===== config.mk =====
export PLATFORM = sky130hd
export DESIGN_NAME = fetch_unit
export DESIGN_NICKNAME = d
export VERILOG_FILES = /design/src/rtl/cpu_defs.sv /design/src/rtl/fetch_buf.sv /design/src/rtl/fetch_unit.sv
export SDC_FILE = /design/constraint.sdc
export NUM_CORES = 1
export LEC_CHECK = 0
export ABC_AREA = 1
export CORE_MARGIN = 2
export CORE_UTILIZATION = 45
export DETAILED_ROUTE_END_ITERATION = 10
export GPL_TIMING_DRIVEN = 0
export PLACE_DENSITY = 0.84
export SLEW_MARGIN = 20
export SYNTH_ARGS = -nofsm -noshare
export SYNTH_HDL_FRONTEND = slang
export SYNTH_SLANG_ARGS = --single-unit

===== constraint.sdc =====
create_clock -name clk -period 3.9 [get_ports clk]
set_input_delay 0.39 -clock clk [delete_from_list [all_inputs] [get_ports clk]]
set_output_delay 0.39 -clock clk [all_outputs]
set_load 0.02 [all_outputs]

===== src/rtl/cpu_defs.sv =====
// rtl/cpu_defs.sv - shared fetch-path constants and fetch FSM state encoding
package cpu_defs;

  localparam int          CPU_ADDR_W   = 32;
  localparam logic [31:0] CPU_RESET_PC = 32'h0000_3000;

  typedef enum logic [1:0] {
    FS_REQ  = 2'd0,
    FS_WAIT = 2'd1,
    FS_HOLD = 2'd2
  } fetch_state_e;

  function automatic logic pc_misaligned(input logic [1:0] lsb);
    return lsb != 2'b00;
  endfunction

endpackage


===== src/rtl/fetch_buf.sv =====
// rtl/fetch_buf.sv - one-entry {pc, instr, adel} holding register facing decode
module fetch_buf
  import cpu_defs::*;
#(
  parameter int ADDR_W = CPU_ADDR_W
) (
  input  logic              clk,
  input  logic              reset,
  input  logic              load,
  input  logic              flush,
  input  logic [ADDR_W-1:0] load_pc,
  input  logic [31:0]       load_instr,
  input  logic              load_adel,
  input  logic              ready,
  output logic              valid,
  output logic [ADDR_W-1:0] pc,
  output logic [31:0]       instr,
  output logic              adel
);

  // Flush wins over load so a redirect can never leave a stale entry visible.
  always_ff @(posedge clk or posedge reset) begin
    if (reset) begin
      valid <= 1'b0;
      pc    <= '0;
      instr <= '0;
      adel  <= 1'b0;
    end else begin
      if (flush) begin
        valid <= 1'b0;
      end else if (load) begin
        valid <= 1'b1;
      end else if (ready) begin
        valid <= 1'b0;
      end
      if (load) begin
        pc    <= load_pc;
        instr <= load_instr;
        adel  <= load_adel;
      end
    end
  end

endmodule


===== src/rtl/fetch_unit.sv =====
// rtl/fetch_unit.sv - architectural PC, single-outstanding imem fetch FSM, decode handoff
module fetch_unit
  import cpu_defs::*;
#(
  parameter int              ADDR_W   = CPU_ADDR_W,
  parameter logic [ADDR_W-1:0] RESET_PC = ADDR_W'(CPU_RESET_PC)
) (
  input  logic              clk,
  input  logic              reset,
  input  logic              redirect,
  input  logic [ADDR_W-1:0] npc_in,
  output logic              imem_req,
  output logic [ADDR_W-1:0] imem_addr,
  input  logic              imem_gnt,
  input  logic              imem_rvalid,
  input  logic [31:0]       imem_rdata,
  output logic              if_valid,
  input  logic              if_ready,
  output logic [ADDR_W-1:0] if_pc,
  output logic [31:0]       if_instr,
  output logic              if_adel
);

  localparam logic [ADDR_W-1:0] PC_STEP = ADDR_W'(4);

  fetch_state_e      state_q, state_d;
  logic [ADDR_W-1:0] pc_q, pc_d;
  logic              drop_q, drop_d;
  logic              misaligned;
  logic              buf_load, buf_flush;
  logic [31:0]       load_instr;
  logic              load_adel;

  assign misaligned = pc_misaligned(pc_q[1:0]);
  assign imem_addr  = pc_q;

  always_ff @(posedge clk or posedge reset) begin
    if (reset) begin
      state_q <= FS_REQ;
      pc_q    <= RESET_PC;
      drop_q  <= 1'b0;
    end else begin
      state_q <= state_d;
      pc_q    <= pc_d;
      drop_q  <= drop_d;
    end
  end

  always_comb begin
    state_d    = state_q;
    pc_d       = pc_q;
    drop_d     = drop_q;
    imem_req   = 1'b0;
    buf_load   = 1'b0;
    buf_flush  = 1'b0;
    load_instr = imem_rdata;
    load_adel  = 1'b0;
    case (state_q)
      FS_REQ: begin
        if (misaligned) begin
          if (!redirect) begin
            buf_load   = 1'b1;
            load_instr = '0;
            load_adel  = 1'b1;
            pc_d       = pc_q + PC_STEP;
            state_d    = FS_HOLD;
          end
        end else begin
          imem_req = !reset;
          if (imem_req && imem_gnt) begin
            state_d = FS_WAIT;
            drop_d  = redirect;
          end
        end
      end
      FS_WAIT: begin
        if (imem_rvalid) begin
          drop_d = 1'b0;
          if (drop_q || redirect) begin
            state_d = FS_REQ;
          end else begin
            buf_load = 1'b1;
            pc_d     = pc_q + PC_STEP;
            state_d  = FS_HOLD;
          end
        end else if (redirect) begin
          drop_d = 1'b1;
        end
      end
      FS_HOLD: begin
        // The next request overlaps the cycle decode takes the buffer.
        if (redirect) begin
          buf_flush = 1'b1;
          state_d   = FS_REQ;
        end else if (if_ready) begin
          imem_req = !reset && !misaligned;
          state_d  = (imem_req && imem_gnt) ? FS_WAIT : FS_REQ;
        end
      end
      default: state_d = FS_REQ;
    endcase
    if (redirect) begin
      pc_d = npc_in;
    end
  end

  fetch_buf #(.ADDR_W(ADDR_W)) u_buf (
    .clk        (clk),
    .reset      (reset),
    .load       (buf_load),
    .flush      (buf_flush),
    .load_pc    (pc_q),
    .load_instr (load_instr),
    .load_adel  (load_adel),
    .ready      (if_ready),
    .valid      (if_valid),
    .pc         (if_pc),
    .instr      (if_instr),
    .adel       (if_adel)
  );

endmodule

======== After elaboration in Yosys (flattened, before gate mapping) ========
Cells that the tools add are included.
cells by class
  $add $sub $neg .......................... 1
  equality and inequality tests ........... 11
  mux-type cells .......................... 37
  reduce and logical (&&, ||, !) cells .... 14
operators with widths
  kind                                                 count
  2-to-1 mux 32 bit                                    7
  case mux 32 bit (2 select lines)                     1
  adder 32 x 3 -> 32 bit, second input constant        1
  2-to-1 mux 1 bit                                     18
  != test 3 bit, second input constant                 6
  2-to-1 mux 2 bit                                     7
  AND reduction 4 bit                                  3
  != test 2 bit, second input constant                 3
  case mux 1 bit (2 select lines)                      3
  case mux 2 bit (3 select lines)                      1
  nonzero test 3 bit                                   2
  nonzero test 2 bit                                   2
  logical AND 1 bit                                    3
  equality test 2 x 1 -> 1 bit, second input constant  1
  equality test 2 bit, second input constant           1
  zero test 1 bit                                      2
  zero test 2 bit                                      1
  logical OR 1 bit                                     1
word-level totals
  register bits after elaboration ......... 101
  bits of input ports ..................... 70
  output and inout bits ................... 99

======== Depth between registers and ports, before layout ========
  depth in word-level cells ............... 8
  gate-level depth with buffers ........... 11

======== Hierarchy ========
Synthesis repeated with hierarchy kept, for this count alone.
second synthesis, totals
  cell total of the unflattened synthesis .. 784
  area total of the unflattened synthesis .. 5470.2 sq um
modules (own cells, without submodules)
  module      instances  cells each  area each (sq um)
  fetch_unit  1          504         2955.3
  fetch_buf   1          280         2514.9

======== Least setup slack after synthesis ========
Ideal clock, no wire load.
  kind .................................... input to register
  from .................................... input port reset
  to ...................................... register drop_q
  library setup time ...................... 0.123 ns
  arrival ................................. 3.108 ns
  path slack .............................. 0.670 ns
  stages on the path ...................... 6
  cells stage by stage .................... inv_1 -> nand2_1 -> a21oi_1 -> nand3_1 -> nor2_1 -> a21oi_1
between the ends
  cells in the longest elaborated chain, start to end .. 4
ends and longest elaborated chain
  element                               RTL line          source
  start: declaration                    fetch_unit.sv:9   input logic reset,
  zero test 1 bit (no source line)      -
  logical AND 1 bit                     fetch_unit.sv:70  if (imem_req && imem_gnt) begin
  != test 2 bit (no source line)        -
  AND reduction 4 bit (no source line)  -
  end signal: assignment                fetch_unit.sv:45  drop_q <= drop_d;
  end: declaration                      fetch_unit.sv:28  logic drop_q, drop_d;
No other way between the ends.
A chain may end at the register's enable or synchronous reset.

======== Worst setup path in the final report ========
  from .................................... input port redirect
  to ...................................... output port imem_req
between the ends
  cells in the longest elaborated chain, start to end .. 2
ends and longest elaborated chain
  element                          RTL line          source
  start: declaration               fetch_unit.sv:10  input logic redirect,
  2-to-1 mux 1 bit                 fetch_unit.sv:92  if (redirect) begin
  case mux 1 bit (2 select lines)  fetch_unit.sv:58  case (state_q)
  end: declaration                 fetch_unit.sv:12  output logic imem_req,
No other way between the ends.

==> impl_metrics.ini <==
[outcome]
status = completed

[worst_setup_path]
reg2reg_to = imem_addr[26]
crit_path_max_fanout = 10
crit_start = redirect
reg2reg_depth = 10
end_kind = primary output
cp.arrival_ns = 2.26
startpoint_type = input pin
r2r_slack_ns = 2.11
cp.required_ns = 3.51
worstSetupPathType = input pin to primary output
worstReg2RegStart = imem_addr[3]

[clock_network]
cts_sinks = 101
clock_path_buffers = 2
htree_levels = 3
cts_resized = 0
cts.clk_slew.worst_paths_ns = 0.07
cts_setup_buffers = 0
cts_root_buf = clkbuf_16
cts_made_buffers = 9
cts.hold.buffers_added = 0
cts_tree = yes
clk_latency_ns = 0.35

[job]
cap_violations = 0

[finish]
num_antenna_cells = 0
finalInstanceArea_sq_um = 7340
fin_util_pct = 64.9
syn_to_final_growth_pct = 41.5
layout.nets = 954
drive_gt1_share_pct = 6.87
fin_cells = 1031

[timing]
worst_pin_slew_ns = 0.657
finalSetupViolations = 0
finalHoldViolations = 0
timing.fmax_mhz = 377
slew_violations = 0
fin_setup_tns_ns = 0
rsz0062_at_grt = no
fin_hold_ws_ns = 0.447
fin_crit_sh_pct = 68.1
fin_ws_ns = 1.25
slew_headroom_pct = 56.2
skew_ns = 0.00696
final.min_clock_period_ns = 2.65

[yosys]
synthDistinctLibCells = 30
syn-cell-area_sq_um = 5190
netlist_top_cells_count = 275 x nand2_1, 99 x dfrtp_1, 93 x nor2_1, 66 x nand3_1, 47 x o21ai_0
syn_nets = 775
synth_ff_type = dfrtp_1
seq_area_frac_synth_pct = 48.8
synth_top_area_cell = dfrtp_1
syn_area_per_cell_sq_um = 7.37
synth_area_leaders = dfrtp_1 48%, nand2_1 20%, nor2_1 6.7%, nand3_1 6.4%, o21ai_0 4.5%
synth-seq-cells = 101
synth_edf_count = 0
async_flop_share_pct = 100
yosysMostFrequentCell = nand2_1
syn_inst = 704
yosysWarnings = 0
synth.top_cell.area_share_pct = 47.8

[detailed_routing]
drtIter0Drc = 425
first_pass_iters = 5
wl_per_cell_microns = 15.6
num_vias = 5271
routed_wl_microns = 16100
ant_nets = 0
avgViaCountPerCell = 5.11
post-route-drc-count = 0

[placement]
preCtsSetupSlack_ns = 1.27
gp_congestion = 0.941
dpl.hpwl_microns = 12000
placed_area_sq_um = 7070
dpl.cell_count = 1015
portBuffers = 167

[power]
finalPower_mw = 6.09
power.density_nw_per_um2 = 829
ir_worst_vdd_uv = 557
p_leak_nw = 3.45

[hold_path]
hold_depth = 4
hold_start = redirect
hold_path.class = input pin to flop
min_to = state_q[1]

[grt]
grt_usage_pct = 26.4
grt_overflow = 0
grt_pass1_wl_microns = 26100
grt_pass1_vias = 5046
antenna_found_initial = 0
grt_max_degree = 70

[floorplan]
core_area_sq_um = 11300
io_pins = 169
row_count = 39
die_h_microns = 111
initial_utilization_pct = 45.8
die_area_sq_um = 12400
die_x_microns = 111
==> layout make-up <==
cell class	instances	area [sq um]
clock buffer	13	250
sequential	101	2530
inverter	46	178
tap	143	179
clock inverter	3	21.3
multi-input combinational	528	2310
buffer	29	178
timing repair buffer	168	1700
fill	990	3980
==> logic make-up (layout without fill, tap and decap cells) <==
| family | count (synthesis) | in the layout | share of synthesized area (%) |
|---|---|---|---|
| XOR/XNOR | 7 | 7 | 1.18 |
| AO/OA/AOI/OAI | 62 | 62 | 6.30 |
| buffers and inverters | 75 | 259 | 6.75 |
| AND/OR/NAND/NOR | 458 | 458 | 36.8 |
| adder cells (fa/ha/maj) | 1 | 1 | 0.241 |
| flip-flops | 101 | 101 | 48.8 |
==> state kept, by name, summed over array words and instances (netlist names) <==
signal,flops
imem_addr,32
drop_q,1
u_buf.adel,1
u_buf.instr,32
u_buf.pc,32
state_q,2
u_buf.valid,1
==> worst max-delay path by stage <==
stage / to / slack, ns / cells after the start
after floorplan: drop_q / 0.67 / 6
after global placement: imem_addr[27] / -0.79 / 2
after detailed placement: imem_req / 1.27 / 6
after CTS: imem_req / 1.25 / 6
after global routing: imem_req / 1.08 / 6
final: imem_req / 1.25 / 6
==> placed cells by master, fill, tap and decap left out, types with 2 or more instances in the layout <==
| cell | count |
|---|---|
| nand4_1 | 4 |
| clkbuf_1 | 11 |
| xnor2_1 | 5 |
| buf_4 | 2 |
| nor2_2 | 4 |
| o21ai_1 | 2 |
| buf_6 | 6 |
| xor2_1 | 2 |
| o21bai_1 | 2 |
| clkbuf_16 | 9 |
| nand2_4 | 3 |
| nand2_1 | 275 |
| inv_2 | 4 |
| nor2_4 | 4 |
| clkdlybuf4s50_1 | 167 |
| nand2_2 | 6 |
| a21oi_1 | 7 |
| inv_1 | 41 |
| buf_2 | 12 |
| nand3_1 | 66 |
| dfrtp_1 | 99 |
| o31ai_1 | 2 |
| dfstp_2 | 2 |
| o21ai_0 | 47 |
| nor2_1 | 93 |
==> routing by layer <==
metal	vias to the layer above	track usage (%)	wire, microns
li1	2582	-	-
met1	2439	36.8	7070
met2	231	42.2	7510
met3	19	5.17	1230
met4	0	8.48	259
met5	-	0	0
==> critical path: stages <==
cell	delay, ns
buf_2	0.15
inv_2	0.18
clkbuf_1	0.54
a21oi_1	0.14
nor4_1	0.20
clkdlybuf4s50_1	0.65
==> power breakdown <==
group | internal [mW] | leakage, nW | switching, mW
clock network | 0.452 | 0.130 | 0.396
logic | 1.37 | 2.08 | 1.79
registers | 1.57 | 1.24 | 0.507
Note: power is estimated with default switching activity, not from simulation.
